**config.mk**
```make
export PLATFORM = sky130hd
export DESIGN_NAME = pipe_stage_elastic_flat
export DESIGN_NICKNAME = d
export VERILOG_FILES = /design/src/rtl/pipe_stage_elastic_if.sv /design/src/rtl/pipe_stage_elastic.sv /design/src/flat_wrapper.sv
export SDC_FILE = /design/constraint.sdc
export NUM_CORES = 1
export LEC_CHECK = 0
export CAP_MARGIN = 5
export CORE_ASPECT_RATIO = 1.5
export CORE_MARGIN = 2
export CORE_UTILIZATION = 30
export CTS_BUF_LIST = sky130_fd_sc_hd__clkbuf_8
export DETAILED_ROUTE_END_ITERATION = 8
export PLACE_DENSITY_LB_ADDON = 0.3
export SYNTH_ARGS = -nofsm -noshare
export SYNTH_HDL_FRONTEND = slang
export SYNTH_SLANG_ARGS = --single-unit
export TNS_END_PERCENT = 1
```
**constraint.sdc**
```tcl
create_clock -name CLK -period 6.1 [get_ports CLK]
set_input_delay 0.61 -clock CLK [delete_from_list [all_inputs] [get_ports CLK]]
set_output_delay 0.61 -clock CLK [all_outputs]
set_load 0.005 [all_outputs]
```
**src/rtl/pipe_stage_elastic_if.sv**
```systemverilog
// Valid/ready stream bundle for one side of an elastic pipeline stage.
// The master drives valid/data, the slave answers with ready.
interface pipe_stage_elastic_if #(
  parameter int WIDTH = 32
);
  logic             valid;
  logic             ready;
  logic [WIDTH-1:0] data;

  modport master (output valid, output data, input ready);
  modport slave  (input valid, input data, output ready);
endinterface

```
**src/rtl/pipe_stage_elastic.sv**
```systemverilog
// Elastic inter-stage register: DEPTH-entry circular skid buffer with valid/ready
// on both sides, synchronous flush and a saturating back-pressure counter.
module pipe_stage_elastic #(
  parameter  int WIDTH = 32,
  parameter  int DEPTH = 2,
  parameter  int CNTW  = 16,
  localparam int CW    = $clog2(DEPTH + 1),
  localparam int PW    = (DEPTH > 1) ? $clog2(DEPTH) : 1
) (
  input  logic                 CLK,
  input  logic                 nRST,
  input  logic                 flush,
  pipe_stage_elastic_if.slave  in_if,
  pipe_stage_elastic_if.master out_if,
  output logic [CW-1:0]        count,
  output logic [CNTW-1:0]      stall_cnt
);

  localparam logic [CW-1:0]   FULL      = CW'(DEPTH);
  localparam logic [PW-1:0]   LAST      = PW'(DEPTH - 1);
  localparam logic [CNTW-1:0] STALL_MAX = '1;

  logic [WIDTH-1:0] mem_q [DEPTH];
  logic [PW-1:0]    rd_q, rd_d;
  logic [PW-1:0]    wr_q, wr_d;
  logic [CW-1:0]    cnt_q, cnt_d;
  logic [CNTW-1:0]  stall_q, stall_d;
  logic             in_ready, out_valid, push, pop;

  // Pointers wrap explicitly so DEPTH need not be a power of two.
  function automatic logic [PW-1:0] ptr_inc(input logic [PW-1:0] p);
    return (p == LAST) ? '0 : p + PW'(1);
  endfunction

  // Both handshake flags decode registered occupancy only, so ready never
  // depends combinationally on the downstream side.
  assign in_ready  = (cnt_q < FULL);
  assign out_valid = (cnt_q != '0);
  assign push      = in_if.valid & in_ready;
  assign pop       = out_valid & out_if.ready;

  assign in_if.ready  = in_ready;
  assign out_if.valid = out_valid;
  assign out_if.data  = out_valid ? mem_q[rd_q] : '0;
  assign count        = cnt_q;
  assign stall_cnt    = stall_q;

  // NOTE: every variable gets its hold value first, so no path leaves it
  // unassigned and no latch is inferred.
  always_comb begin
    rd_d    = rd_q;
    wr_d    = wr_q;
    cnt_d   = cnt_q;
    stall_d = stall_q;

    // Stall accounting is independent of flush; only reset clears it.
    if (out_valid && !out_if.ready && (stall_q != STALL_MAX)) begin
      stall_d = stall_q + CNTW'(1);
    end

    if (flush) begin
      rd_d  = '0;
      wr_d  = '0;
      cnt_d = '0;
    end else begin
      if (push) wr_d = ptr_inc(wr_q);
      if (pop)  rd_d = ptr_inc(rd_q);
      if (push && !pop) begin
        cnt_d = cnt_q + CW'(1);
      end else if (pop && !push) begin
        cnt_d = cnt_q - CW'(1);
      end
    end
  end

  // NOTE: state registers use non-blocking assignment so every flop samples
  // the pre-edge values regardless of evaluation order.
  always_ff @(posedge CLK or negedge nRST) begin
    if (!nRST) begin
      rd_q    <= '0;
      wr_q    <= '0;
      cnt_q   <= '0;
      stall_q <= '0;
    end else begin
      rd_q    <= rd_d;
      wr_q    <= wr_d;
      cnt_q   <= cnt_d;
      stall_q <= stall_d;
    end
  end

  // NOTE: payload storage has no reset; the zero mask on out_data covers
  // empty entries, so only the occupancy state needs clearing.
  always_ff @(posedge CLK) begin
    if (push && !flush) begin
      mem_q[wr_q] <= in_if.data;
    end
  end

endmodule
```
**src/flat_wrapper.sv**
```systemverilog
// flat-port wrapper written by rule: the top's interface ports become plain ports
module pipe_stage_elastic_flat 
#(
  parameter  int WIDTH = 32,
  parameter  int DEPTH = 2,
  parameter  int CNTW  = 16,
  localparam int CW    = $clog2(DEPTH + 1),
  localparam int PW    = (DEPTH > 1) ? $clog2(DEPTH) : 1
)
  (CLK, nRST, flush, count, stall_cnt, in_if_valid, in_if_data, in_if_ready, out_if_valid, out_if_data, out_if_ready);
  pipe_stage_elastic_if #(.WIDTH(WIDTH)) in_if_i ();
  pipe_stage_elastic_if #(.WIDTH(WIDTH)) out_if_i ();
  input  logic CLK;
  input  logic nRST;
  input  logic flush;
  output logic [CW-1:0] count;
  output logic [CNTW-1:0] stall_cnt;
  input wire logic [$bits(in_if_i.valid)-1:0] in_if_valid;
  input wire logic [$bits(in_if_i.data)-1:0] in_if_data;
  output wire logic [$bits(in_if_i.ready)-1:0] in_if_ready;
  output wire logic [$bits(out_if_i.valid)-1:0] out_if_valid;
  output wire logic [$bits(out_if_i.data)-1:0] out_if_data;
  input wire logic [$bits(out_if_i.ready)-1:0] out_if_ready;
  assign in_if_i.valid = in_if_valid;
  assign in_if_i.data = in_if_data;
  assign in_if_ready = in_if_i.ready;
  assign out_if_valid = out_if_i.valid;
  assign out_if_data = out_if_i.data;
  assign out_if_i.ready = out_if_ready;
  pipe_stage_elastic #(.WIDTH(WIDTH), .DEPTH(DEPTH), .CNTW(CNTW)) u_core (.CLK(CLK), .nRST(nRST), .flush(flush), .in_if(in_if_i), .out_if(out_if_i), .count(count), .stall_cnt(stall_cnt));
endmodule
```
# Word level (Yosys, flattened, before mapping)
# Memories as Yosys holds them, arrays and structs flattened.
# Index checks and enable logic that the tools add are counted.
# op_classes
n_lt_le_gt_ge	1
n_mux	12
n_reduce_logical	13
eq_ne	1
addsub	5
bitwise_logic	2
# op_table
cell	count
two-way mux 32 bit	1
adder 16 x 1 -> 16 bit (second input constant)	1
!= test 16 bit (second input constant)	1
two-way mux 1 bit	8
two-way mux 2 bit	3
nonzero test 2 bit	3
logical AND 1 bit	5
zero test 1 bit	4
nonzero test 3 bit	1
adder 1 bit (second input constant)	2
adder 2 x 1 -> 2 bit (second input constant)	1
bitwise AND 1 bit	2
less-than comparator 2 bit (second input constant)	1
subtractor 2 x 1 -> 2 bit (second input constant)	1
# word_totals
ff_bits	20
n_memories	1
ram_bits	64
# mem_list
memory	words	word_bits	rd	rd_ports_with_merged_regs	wr	line	source
u_core.mem_q	2	32	1	0	1	pipe_stage_elastic.sv:23	logic [WIDTH-1:0] mem_q [DEPTH];

# Logic depth before layout (Yosys ltp)
# depth
word_depth	7
depth_mapped	6
depth_no_buf	5

# Least setup slack after synthesis
# Ideal clock, no wire load.
# synth_timing
path_type	input to register
startpoint	input in_if_valid
endpoint	memory u_core.mem_q[1][0], enable pin
n_path_buf	0
setup_ns	0.468
t_arrival_ns	3.134
slack_ns	2.499
stages	2
path_cell_list	nand2b_1 nor3b_1
# synth_via
elab_chain_len	4
# synth_rtl
element	line	source
from (decl)	flat_wrapper.sv:18	input wire logic [$bits(in_if_i.valid)-1:0] in_if_valid;
bitwise AND 1 bit	pipe_stage_elastic.sv:39	assign push = in_if.valid & in_ready;
logical AND 1 bit	pipe_stage_elastic.sv:95	if (push && !flush) begin
two-way mux 1 bit	pipe_stage_elastic.sv:95	
two-way mux 1 bit (implied by the code)	pipe_stage_elastic.sv:96	mem_q[wr_q] <= in_if.data;
to (decl)	pipe_stage_elastic.sv:23	
# No other way between the ends.

# Worst setup path after layout
# layout_timing
startpoint	register u_core.rd_q
endpoint	output out_if_data[17]
# layout_via
elab_chain_len	2
# layout_rtl
element	line	source
from (decl)	pipe_stage_elastic.sv:24	logic [PW-1:0] rd_q, rd_d;
from (signal assigned)	pipe_stage_elastic.sv:85	rd_q <= rd_d;
memory read (2 x 32 bit)	n/a	
two-way mux 32 bit	pipe_stage_elastic.sv:44	assign out_if.data = out_valid ? mem_q[rd_q] : '0;
to (decl)	flat_wrapper.sv:22	output wire logic [$bits(out_if_i.data)-1:0] out_if_data;
# No other way between the ends.

==> reports/qor.csv <==
stage,metric,value,unit
grt,grt_max_degree,34,
cts,clock_path_buffers,2,
finish,syn2layout_area_growth,36.1,%
critical_path,r2r_end,u_core.stall_cnt[1]$_DFFE_PN0P_,
routing,vias,2163,
cts,cts_root_buf,clkbuf_8,
floorplan,num_io_pins,89,
timing,slew_viol_final,0,
routing,drtAntennaViolNets,0,
floorplan,die-area,12300,µm²
grt,overflow,0,
worst_hold_path,hp-class,reg -> reg,
logic_synthesis,yosys_warnings,0,
routing,viasPerCell,4.53,
timing,post-route-min-period,2.87,ns
timing,rsz0062_at_grt,false,
routing,dr.pass1.iters,4,
worst_hold_path,hold_depth,1,
critical_path,crit_type,reg -> out,
finish,drive_gt1_share,9.09,%
finish,fin_nets,363,
routing,wl_per_cell,15.0,µm
timing,hold_violations,0,
logic_synthesis,ys_ff_latch,84,
worst_hold_path,hold_end,u_core.stall_cnt[15]$_DFFE_PN0P_,
logic_synthesis,ys_types,37,
grt,antenna_found_initial,0,
grt,grt_pass1_vias,2318,
timing,post-route-period-util,47.0,%
cts,post_cts_buffers,0,
cts,clkSinkCount,84,
timing,holdWs,0.514,ns
worst_hold_path,min-delay-start,u_core.stall_cnt[15]$_DFFE_PN0P_,
logic_synthesis,synth.cell_area,3410,µm²
cts,cts_tree,built,
routing,drt_iter0_drc,63,
critical_path,crit_required,5.49,ns
cts,cts_made_buffers,9,
routing,drcViolationCount,0,
floorplan,die_h,135,µm
pwr,ir_drop,0.121,mV
logic_synthesis,yosysSeqAreaShare,71.0,%
pwr,p_leak,1.59,nW
place,io_buffers,88,
critical_path,end_kind,output port,
cts,cts_resized,0,
grt,grt_pass1_wl,11.8,mm
place,dpl.hpwl,4.87,mm
finish,multi_input_area,945,µm²
timing,setup_viol,0,
timing,relSlewSlack,34.0,%
cts,htreeDepth,3,
place,gp_congestion,0.786,
critical_path,r2r_cells,5,
pwr,p_per_area,264,nW/µm²
timing,max_freq,349,MHz
routing,routed_wl,7.16,mm
run_status,status,finished clean,
critical_path,critPathArrivalTime,2.26,ns
cts,path_clk_slew,0.08,ns
critical_path,worst_setup_path_start_kind,flip-flop,
logic_synthesis,syn_area_per_cell,14.7,µm²
finish,diodes,0,
floorplan,die_x,91.1,µm
critical_path,reg2reg_slack,4.04,ns
floorplan,core,11100,µm²
critical_path,path_max_fanout,33,
timing,tightest_slew,0.990,ns
cts,clkLatencyLatePin,0.35,ns
grt,track_usage,12.4,%
floorplan,row_count,47,
finish,seqCellArea,2420,µm²
job,maxCapViolations,0,
floorplan,start_util,30.9,%
timing,finalClockSkew,0.00868,ns
logic_synthesis,syn_inst,232,
critical_path,r2r-start,u_core.stall_cnt[0]$_DFFE_PN0P_,
timing,setup_tns,0,ns
logic_synthesis,syn-num-nets,270,
finish,fill_cells,1085,
cts,ctsHoldBuffers,0,
-- Yosys cell counts --
library cell | number | area (µm²)
nor3_1 | 2 | 10.0
nand2b_1 | 1 | 6.26
nor4b_1 | 1 | 8.76
inv_1 | 3 | 11.3
buf_2 | 3 | 15.0
nand4_1 | 1 | 6.26
a21oi_1 | 2 | 10.0
or4_4 | 1 | 11.3
o21a_1 | 1 | 7.51
nand3_1 | 11 | 55.1
edfxtp_1 | 64 | 1920
nand4_2 | 1 | 12.5
xor2_1 | 7 | 61.3
nor4_2 | 1 | 12.5
o21ai_0 | 2 | 10.0
nor4_1 | 3 | 18.8
xnor2_1 | 9 | 78.8
a211oi_1 | 1 | 7.51
o21bai_1 | 1 | 7.51
dfrtp_1 | 20 | 500
and3_1 | 2 | 12.5
mux2_1 | 1 | 11.3
nor2_1 | 40 | 150
o21ai_1 | 1 | 5.00
nand2_1 | 4 | 15.0
nand3_2 | 1 | 10.0
ha_1 | 1 | 12.5
o211ai_1 | 2 | 15.0
nand2_2 | 1 | 6.26
nor3b_1 | 2 | 15.0
buf_6 | 1 | 11.3
mux2i_1 | 32 | 320
a2111oi_0 | 1 | 8.76
mux2_2 | 1 | 11.3
or2_2 | 1 | 6.26
clkbuf_1 | 5 | 18.8
o21ai_2 | 1 | 8.76
-- registers in the layout (all words and copies together) (netlist names) --
register,cells
u_core.mem_q,64
u_core.stall_cnt,16
u_core.wr_q,1
u_core.count,2
u_core.rd_q,1
-- layout by cell type, fill, tap and decap left out, types with 4 or more instances in the layout --
| cell | instances |
|---|---|
| nand2_1 | 4 |
| xor2_1 | 7 |
| nand3_1 | 11 |
| dfrtp_1 | 19 |
| nor2_1 | 39 |
| clkbuf_8 | 9 |
| edfxtp_1 | 64 |
| mux2i_1 | 32 |
| clkdlybuf4s50_1 | 88 |
| xnor2_1 | 9 |
-- how the worst max path moves through the flow --
stage                              endpoint               startpoint  cells past startpoint  slack (ns)
6_report                    out_if_data[17]  u_core.rd_q$_DFFE_PN0P_                      3        3.23
5_1_grt                     out_if_data[17]  u_core.rd_q$_DFFE_PN0P_                      3        3.00
4_1_cts                     out_if_data[11]  u_core.rd_q$_DFFE_PN0P_                      3        3.14
3_5_place_dp                out_if_data[11]  u_core.rd_q$_DFFE_PN0P_                      3        3.55
3_3_place_gp                out_if_data[17]  u_core.rd_q$_DFFE_PN0P_                      3        3.54
2_1_floorplan  u_core.mem_q[1][0]$_DFFE_PP_              in_if_valid                      2        2.50
-- final cells by class --
cell class | count | share of cell area [%]
Clock inverter | 7 | 1.08
Tap cell | 147 | 3.96
Inverter | 3 | 0.243
Sequential cell | 84 | 52.2
Timing Repair Buffer | 91 | 19.5
Clock buffer | 9 | 2.67
Multi-Input combinational cell | 136 | 20.4
-- critical path: stages, from the launching register on --
cell and delay, ns:
dfrtp_2 1.03, mux2i_1 0.17, nor2_1 0.17, clkdlybuf4s50_1 0.53
-- cell families after synthesis --
family | count (synthesis) | synth area share, %
muxes | 34 | 10.1
adders and majority gates | 1 | 0.367
DFF | 84 | 71.0
AOI/OAI and AO/OA | 12 | 2.35
buffers and inverters | 12 | 1.65
xor gates and xnor gates | 16 | 4.11
and+or+nand+nor | 73 | 10.5
-- per-layer routing --
metal | share of wire, % | global-route usage (%) | vias up
met3 | 6.6 | 3.79 | 8
met2 | 52 | 22.2 | 71
met5 | 0 | 0 | -
met1 | 40 | 13.4 | 1051
met4 | 1.2 | 5.47 | 0
li1 | - | - | 1033
-- power by group --
group          internal (mW)  switching, mW
logic                  0.109         0.0713
clock network          0.149          0.201
registers              0.653         0.0401
total                  0.911          0.312
-- per-stage QoR --
step | worst slack (ns) | util [%] | total power, mW | cells | cell area (µm²)
after floorplan | 2.50 | - | 0.770 | 232 | 3410
after global placement | 3.54 | 40.4 | 0.885 | 461 | 4470
after detailed placement | 3.55 | 40.4 | 0.889 | 461 | 4470
after CTS | 3.14 | 42.0 | 1.24 | 477 | 4640
after global routing | 3.00 | 42.0 | 1.28 | 477 | 4640
final | 3.23 | 42.0 | 1.22 | 477 | 4640
No activity file was read; power rests on OpenSTA's default activity.
